`src/rtl/ahb_mtx_pkg.sv`:
```
// Shared bus-matrix definitions: HTRANS / HRESP encodings and the
// default-slave state encoding used by the matrix decoder.
package ahb_mtx_pkg;

   localparam logic [1:0] HTRANS_IDLE   = 2'b00;
   localparam logic [1:0] HTRANS_BUSY   = 2'b01;
   localparam logic [1:0] HTRANS_NONSEQ = 2'b10;
   localparam logic [1:0] HTRANS_SEQ    = 2'b11;

   localparam logic [1:0] HRESP_OKAY    = 2'b00;
   localparam logic [1:0] HRESP_ERROR   = 2'b01;

   // Default slave: idle (zero-wait OKAY), first error cycle (wait),
   // second error cycle (ready).
   typedef enum logic [1:0] {
      DS_IDLE = 2'd0,
      DS_ERR1 = 2'd1,
      DS_ERR2 = 2'd2
   } ds_state_t;

endpackage

```
`src/rtl/ahb_mtx_dec_param_if.sv`:
```
// Input-stage side of the matrix decoder: address-phase request from the
// input port and the multiplexed data-phase response returned to it.
interface ahb_mtx_dec_param_if;
   import ahb_mtx_pkg::*;

   logic        HREADYS;
   logic        sel_dec;
   logic [21:0] decode_addr_dec;
   logic [1:0]  trans_dec;
   logic        active_dec;
   logic        HREADYOUTS;
   logic [1:0]  HRESPS;
   logic [31:0] HRDATAS;
   logic [31:0] HRUSERS;

   // Decoder side
   modport slave (
      input  HREADYS, sel_dec, decode_addr_dec, trans_dec,
      output active_dec, HREADYOUTS, HRESPS, HRDATAS, HRUSERS
   );

   // Input-stage side
   modport master (
      output HREADYS, sel_dec, decode_addr_dec, trans_dec,
      input  active_dec, HREADYOUTS, HRESPS, HRDATAS, HRUSERS
   );

endinterface

```
`src/rtl/ahb_mtx_dflt_slv.sv`:
```
// Default slave for unmapped addresses: two-cycle ERROR response for
// NONSEQ/SEQ transfers, zero-wait OKAY otherwise, plus a saturating count
// of the erroring transfers it has accepted.
module ahb_mtx_dflt_slv
   import ahb_mtx_pkg::*;
(
   input  logic        HCLK,
   input  logic        HRESETn,
   input  logic        HREADYS,
   input  logic        dflt_sel,
   input  logic        trans_act,     // HTRANS[1]: NONSEQ or SEQ
   output logic        dflt_readyout,
   output logic [1:0]  dflt_resp,
   output logic [15:0] unmapped_cnt
);

   ds_state_t   state_reg, state_next;
   logic [15:0] cnt_reg;
   logic        err_accept;

   assign err_accept = dflt_sel & HREADYS & trans_act;

   // State register; reset abandons any error in progress
   always_ff @(posedge HCLK) begin
      if (!HRESETn) state_reg <= DS_IDLE;
      else          state_reg <= state_next;
   end

   // Next state and response outputs
   always_comb begin
      state_next    = state_reg;
      dflt_readyout = 1'b1;
      dflt_resp     = HRESP_OKAY;
      case (state_reg)
         DS_IDLE: begin
            if (err_accept) state_next = DS_ERR1;
         end
         DS_ERR1: begin
            dflt_readyout = 1'b0;
            dflt_resp     = HRESP_ERROR;
            state_next    = DS_ERR2;
         end
         DS_ERR2: begin
            dflt_resp = HRESP_ERROR;
            // A stalled input stage keeps the ready cycle pending
            if (HREADYS) state_next = err_accept ? DS_ERR1 : DS_IDLE;
         end
         default: state_next = DS_IDLE;
      endcase
   end

   // Count every entry into the first error cycle, saturating at all-ones
   always_ff @(posedge HCLK) begin
      if (!HRESETn)
         cnt_reg <= 16'd0;
      else if ((state_next == DS_ERR1) && (cnt_reg != 16'hFFFF))
         cnt_reg <= cnt_reg + 16'd1;
   end

   assign unmapped_cnt = cnt_reg;

endmodule

```
`src/rtl/ahb_mtx_dec_param.sv`:
```
// Bus-matrix input-stage decoder: routes each address phase to one of
// NUM_PORTS output stages (or the default slave), remembers the route for
// the data phase and returns that port's response.
// Optional feature macro: AHB_MTX_DEC_RUSER_EN builds the HRUSERS mux;
// without it HRUSERS is tied low.
module ahb_mtx_dec_param
   import ahb_mtx_pkg::*;
#(
   parameter int                        NUM_PORTS  = 3,
   parameter logic [22*NUM_PORTS-1:0]   ADDR_BASE  = '0,
   parameter logic [22*NUM_PORTS-1:0]   ADDR_LIMIT = '0
) (
   input  logic                      HCLK,
   input  logic                      HRESETn,
   ahb_mtx_dec_param_if.slave        bus,
   input  logic [NUM_PORTS-1:0]      active_decs,
   input  logic [NUM_PORTS-1:0]      readyout_decs,
   input  logic [2*NUM_PORTS-1:0]    resp_decs,
   input  logic [32*NUM_PORTS-1:0]   rdata_decs,
   input  logic [32*NUM_PORTS-1:0]   ruser_decs,
   output logic [NUM_PORTS-1:0]      sel_decs,
   output logic [15:0]               unmapped_cnt
);

   localparam int              PW       = $clog2(NUM_PORTS + 1);
   localparam logic [PW-1:0]   DFLT_IDX = PW'(NUM_PORTS);

   logic [NUM_PORTS-1:0] hit;
   logic [PW-1:0]        addr_port;
   logic [PW-1:0]        data_port;
   logic                 dflt_sel;
   logic                 dflt_readyout;
   logic [1:0]           dflt_resp;
   logic                 active_mux;
   logic                 ready_mux;
   logic [1:0]           resp_mux;
   logic [31:0]          rdata_mux;

   generate
      if (NUM_PORTS < 1 || NUM_PORTS > 8) begin : g_bad_num
         $error("ahb_mtx_dec_param: NUM_PORTS must be in 1..8");
      end
   endgenerate

   // Per-port region match; compares are done as borrow checks so a
   // region touching 0 or the top of the space needs no special case.
   genvar gi;
   generate
      for (gi = 0; gi < NUM_PORTS; gi++) begin : g_hit
         logic [22:0] ge_diff;
         logic [22:0] le_diff;
         if (ADDR_BASE[22*gi +: 22] > ADDR_LIMIT[22*gi +: 22]) begin : g_bad_range
            $error("ahb_mtx_dec_param: ADDR_BASE exceeds ADDR_LIMIT");
         end
         assign ge_diff = {1'b0, bus.decode_addr_dec} - {1'b0, ADDR_BASE[22*gi +: 22]};
         assign le_diff = {1'b0, ADDR_LIMIT[22*gi +: 22]} - {1'b0, bus.decode_addr_dec};
         assign hit[gi] = ~ge_diff[22] & ~le_diff[22];
      end
   endgenerate

   // Address-phase route: lowest hitting port, else hold the data-phase
   // port through IDLE cycles, else the default slave
   always_comb begin
      addr_port = DFLT_IDX;
      for (int i = NUM_PORTS - 1; i >= 0; i--) begin
         if (hit[i]) addr_port = PW'(i);
      end
      if ((hit == '0) && (bus.trans_dec == HTRANS_IDLE) && (data_port < DFLT_IDX))
         addr_port = data_port;
   end

   generate
      for (gi = 0; gi < NUM_PORTS; gi++) begin : g_sel
         assign sel_decs[gi] = bus.sel_dec & (addr_port == PW'(gi));
      end
   endgenerate

   assign dflt_sel = bus.sel_dec & (addr_port == DFLT_IDX);

   // Address-phase active of the routed stage; default slave is always active
   always_comb begin
      active_mux = 1'b1;
      for (int i = 0; i < NUM_PORTS; i++) begin
         if (addr_port == PW'(i)) active_mux = active_decs[i];
      end
   end

   assign bus.active_dec = active_mux;

   // Data-phase route follows the address phase whenever the stage completes
   always_ff @(posedge HCLK) begin
      if (!HRESETn)     data_port <= '0;
      else if (bus.HREADYS) data_port <= addr_port;
   end

   // Data-phase response mux; default slave supplies ready/resp and zero data
   always_comb begin
      ready_mux = dflt_readyout;
      resp_mux  = dflt_resp;
      rdata_mux = 32'd0;
      for (int i = 0; i < NUM_PORTS; i++) begin
         if (data_port == PW'(i)) begin
            ready_mux = readyout_decs[i];
            resp_mux  = resp_decs[2*i +: 2];
            rdata_mux = rdata_decs[32*i +: 32];
         end
      end
   end

   assign bus.HREADYOUTS = ready_mux;
   assign bus.HRESPS     = resp_mux;
   assign bus.HRDATAS    = rdata_mux;

`ifdef AHB_MTX_DEC_RUSER_EN
   logic [31:0] ruser_mux;

   // User data follows the same data-phase route as read data
   always_comb begin
      ruser_mux = 32'd0;
      for (int i = 0; i < NUM_PORTS; i++) begin
         if (data_port == PW'(i)) ruser_mux = ruser_decs[32*i +: 32];
      end
   end

   assign bus.HRUSERS = ruser_mux;
`else
   logic ruser_unused;
   assign ruser_unused = ^ruser_decs;
   assign bus.HRUSERS  = 32'd0;
`endif

   ahb_mtx_dflt_slv u_dflt (
      .HCLK          (HCLK),
      .HRESETn       (HRESETn),
      .HREADYS       (bus.HREADYS),
      .dflt_sel      (dflt_sel),
      .trans_act     (bus.trans_dec[1]),
      .dflt_readyout (dflt_readyout),
      .dflt_resp     (dflt_resp),
      .unmapped_cnt  (unmapped_cnt)
   );

endmodule
```
`src/flat_wrapper.sv`:
```
// flat-port wrapper written by rule: the top's interface ports become plain ports
module ahb_mtx_dec_param_flat import ahb_mtx_pkg::*;
#(
   parameter int                        NUM_PORTS  = 3,
   parameter logic [22*NUM_PORTS-1:0]   ADDR_BASE  = '0,
   parameter logic [22*NUM_PORTS-1:0]   ADDR_LIMIT = '0
)
  (HCLK, HRESETn, active_decs, readyout_decs, resp_decs, rdata_decs, ruser_decs, sel_decs, unmapped_cnt, bus_HREADYS, bus_sel_dec, bus_decode_addr_dec, bus_trans_dec, bus_active_dec, bus_HREADYOUTS, bus_HRESPS, bus_HRDATAS, bus_HRUSERS);
  ahb_mtx_dec_param_if bus_i ();
  input  logic HCLK;
  input  logic HRESETn;
  input  logic [NUM_PORTS-1:0] active_decs;
  input  logic [NUM_PORTS-1:0] readyout_decs;
  input  logic [2*NUM_PORTS-1:0] resp_decs;
  input  logic [32*NUM_PORTS-1:0] rdata_decs;
  input  logic [32*NUM_PORTS-1:0] ruser_decs;
  output logic [NUM_PORTS-1:0] sel_decs;
  output logic [15:0] unmapped_cnt;
  input wire logic [$bits(bus_i.HREADYS)-1:0] bus_HREADYS;
  input wire logic [$bits(bus_i.sel_dec)-1:0] bus_sel_dec;
  input wire logic [$bits(bus_i.decode_addr_dec)-1:0] bus_decode_addr_dec;
  input wire logic [$bits(bus_i.trans_dec)-1:0] bus_trans_dec;
  output wire logic [$bits(bus_i.active_dec)-1:0] bus_active_dec;
  output wire logic [$bits(bus_i.HREADYOUTS)-1:0] bus_HREADYOUTS;
  output wire logic [$bits(bus_i.HRESPS)-1:0] bus_HRESPS;
  output wire logic [$bits(bus_i.HRDATAS)-1:0] bus_HRDATAS;
  output wire logic [$bits(bus_i.HRUSERS)-1:0] bus_HRUSERS;
  assign bus_i.HREADYS = bus_HREADYS;
  assign bus_i.sel_dec = bus_sel_dec;
  assign bus_i.decode_addr_dec = bus_decode_addr_dec;
  assign bus_i.trans_dec = bus_trans_dec;
  assign bus_active_dec = bus_i.active_dec;
  assign bus_HREADYOUTS = bus_i.HREADYOUTS;
  assign bus_HRESPS = bus_i.HRESPS;
  assign bus_HRDATAS = bus_i.HRDATAS;
  assign bus_HRUSERS = bus_i.HRUSERS;
  ahb_mtx_dec_param #(.NUM_PORTS(NUM_PORTS), .ADDR_BASE(ADDR_BASE), .ADDR_LIMIT(ADDR_LIMIT)) u_core (.HCLK(HCLK), .HRESETn(HRESETn), .bus(bus_i), .active_decs(active_decs), .readyout_decs(readyout_decs), .resp_decs(resp_decs), .rdata_decs(rdata_decs), .ruser_decs(ruser_decs), .sel_decs(sel_decs), .unmapped_cnt(unmapped_cnt));
endmodule
```
`config.mk`:
```
export PLATFORM = sky130hd
export DESIGN_NAME = ahb_mtx_dec_param_flat
export DESIGN_NICKNAME = d
export VERILOG_FILES = /design/src/rtl/ahb_mtx_pkg.sv /design/src/rtl/ahb_mtx_dec_param_if.sv /design/src/rtl/ahb_mtx_dflt_slv.sv /design/src/rtl/ahb_mtx_dec_param.sv /design/src/flat_wrapper.sv
export SDC_FILE = /design/constraint.sdc
export NUM_CORES = 1
export LEC_CHECK = 0
export CAP_MARGIN = 25
export CORE_AREA = 2 2 125 127
export DETAILED_ROUTE_END_ITERATION = 16
export DIE_AREA = 0 0 127 129
export SLEW_MARGIN = 20
export SYNTH_ARGS = -nofsm -noshare
export SYNTH_HDL_FRONTEND = slang
export SYNTH_SLANG_ARGS = --single-unit
```
`constraint.sdc`:
```
create_clock -name HCLK -period 4.9 [get_ports HCLK]
set_input_delay 0.98 -clock HCLK [delete_from_list [all_inputs] [get_ports HCLK]]
set_output_delay 0.98 -clock HCLK [all_outputs]
set_load 0.05 [all_outputs]
```
==> metrics, run 1 <==
root buffer cell clkbuf_16; Min-Delay Path Class flip-flop to flip-flop; area occupied by multi-input gates roughly 1700 µm²; Switching Share between 40% and 50%; DP Wirelength around 7400 µm; # port buffers 190; largest net degree at the start of global routing 41; Hold WS around 0.5 ns; max frequency approximately 220 MHz; CP Capture Type output pin; arrival time at the worst endpoint between 3 and 4 ns; Reg area 402 µm²; most frequent cells after synthesis nand2_1, mux2i_1, o21ai_0; CTS sink cnt 20; Post-synth EDFFs 0; leading area contributor after synthesis dfxtp_1; setup violators final 0; combinational share of power between 50% and 60%; Synth Cell Area about 2300 µm²; DIE AREA between 15000 and 20000 µm²; synthesized instance count between 300 and 400; GPL Wtd Cong roughly 0.8; GR Util All Layers 10.4%; Placeable Area approximately 15000 µm²; wire length per cell around 14 µm; Hold Vio Cnt, Final 0; Die X between 100 and 150 µm; Top FF cell, synth dfxtp_1; FFs w/ async S/R, synth 0%; Post-Route WL around 9100 µm; initial drt markers 51; max FFs per register 16; number of setup buffers added after CTS 0; Critical Path Source Type input pin; Fillers 1569; DR vias 2805; Slew HR 54.8%; Initial Util between 10% and 20%; CTS tree done; hold_buf cts 0; fin nets slightly above 700; Yosys warning count 0; first-pass GRT wire length around 14000 µm; clk_lat worst skew 0.26 ns; RSZ-0062 raised after global routing false; synth unique cells 43; syn_area_per_cell ~7.6 µm²; final worst path period share between 90% and 100%; Clock transition at path regs approximately 0.060 ns; Slew @ Worst Pin approximately 0.68 ns; crit path max fanout 6; Die H about 130 µm; H-tree depth 1; DRC Markers 0; num ports ~320; sequential share of the synthesized area between 10% and 20%; most frequent CP cell clkdlybuf4s50_1; Area Growth Syn to Fin 87.7%; status completed; LEAKAGE between 0.0015 and 0.002 µW; max incr delay on CP 0.83 ns; initial antenna violation count 0; CP cell instances clkdlybuf4s50_1, nor4_1, nand4_1, nor2_1, mux2i_1, o2bb2ai_1, clkdlybuf4s50_1; Pwr Density between 150 and 200 nW/µm²; Yosys reg bits 20; CTS resizes 0; Row Count 45; 1st-pass router iterations 4; Internal 485 µW; Clock Power Share 22.5%; Routed Antenna Nets 0; setup_tns 0 ns; Final min period ~4.4 ns; Fin Clk Skew approximately 0.0056 ns; most frequent cell after synthesis nand2_1; Max clock buf depth 2; Synth area leaders dfxtp_1, mux2i_1, buf_4; Overflow after GRT 0; Vias per Instance between 4 and 5; peak supply drop roughly 110 µV; vias in the first global route approximately 2800; number of CTS-inserted buffers 3; Max-Cap Viols 0; Setup CP Type input pin to output pin; Yosys top cell area share 17.2%; Worst EP required between 3 and 4 ns; antenna cell count 0; fraction of layout instances using a drive strength above 1 about 6.0%; NetSw between 300 and 400 µW; Seq pwr share between 20% and 30%; final slew viol count 0; slowest stage cell, crit path clkdlybuf4s50_1; final core utilization 29.2%
==> cell type report <==
cell class / count / share of cell area, %
Inverter: 7 / 0.601
Clock buffer: 4 / 2.03
Multi-Input combinational cell: 260 / 38.9
Tap cell: 188 / 5.38
Sequential cell: 20 / 9.18
Timing Repair Buffer: 193 / 43.9
==> worst paths after layout <==
check | start | cells after the start | slack [ns] | to
max | bus_decode_addr_dec[13] | 7 | 0.45 | bus_active_dec
min | u_core.u_dflt.unmapped_cnt[11] | 2 | 0.50 | u_core.u_dflt.unmapped_cnt[11]
max reg2reg | u_core.u_dflt.state_reg[0] | 7 | 2.73 | u_core.u_dflt.unmapped_cnt[6]
min reg2reg | u_core.u_dflt.unmapped_cnt[11] | 2 | 0.50 | u_core.u_dflt.unmapped_cnt[11]
==> layer usage <==
metal	global-route usage (%)	wire length (µm)
met1	11.0	3440
met2	20.9	4820
met3	2.58	824
met4	1.87	68
met5	0	0
==> placed cells by master, fill, tap and decap left out, types with 2 or more instances in the layout <==
cell             instances
a21oi_1                 13
a21oi_4                  2
and2_1                   2
and3_1                   3
buf_4                    4
clkbuf_16                3
clkdlybuf4s50_1        189
conb_1                  32
dfxtp_1                 19
ha_1                     5
inv_1                    6
mux2i_1                 39
mux4_2                   2
nand2_1                 45
nand2b_1                 5
nand3_1                 13
nor2_1                  13
nor3_1                   2
nor4_1                   6
nor4_2                   4
o211ai_4                 2
o21a_1                   2
o21ai_0                 35
o31ai_1                  9
or3_1                    2
or4_1                    9
==> power groups by stage <==
stage / Combinational, µW / Sequential [µW] / Clock (µW)
after floorplan: 298 / 175 / 0
after global placement: 484 / 172 / 0
after detailed placement: 487 / 172 / 0
after CTS: 488 / 169 / 191
after global routing: 511 / 169 / 201
final: 483 / 169 / 190
==> kinds of logic after synthesis <==
logic type,share of synthesized area (%)
AO/OA/AOI/OAI,19.4
other,0.161
multiplexers,18.7
AND/OR/NAND/NOR,26.9
flip-flops,17.2
buffers and inverters,15.0
adder cells (fa/ha/maj),2.68
==> critical path: cells and delay by family <==
kind,cells,cell delay [ns]
AND/OR/NAND/NOR,3,0.96
buffers and inverters,2,1.23
AO/OA/AOI/OAI,1,0.15
multiplexers,1,0.14
==> per-stage QoR <==
stage	cells	instance area [µm²]	power, µW	setup WS, ns
after floorplan	337	2450	474	1.26
after global placement	668	4290	656	0.425
after detailed placement	668	4290	660	0.450
after CTS	672	4370	849	0.429
after global routing	672	4370	880	0.195
final	672	4370	842	0.454
(Power assumes the default switching activity.)
==> run 2: changes to the inputs <==
- CTS_BUF_LIST: not set -> sky130_fd_sc_hd__clkbuf_8 sky130_fd_sc_hd__clkbuf_16
==> results of run 2 <==
Final layout, timing and power as in run 1 (identical DEF).
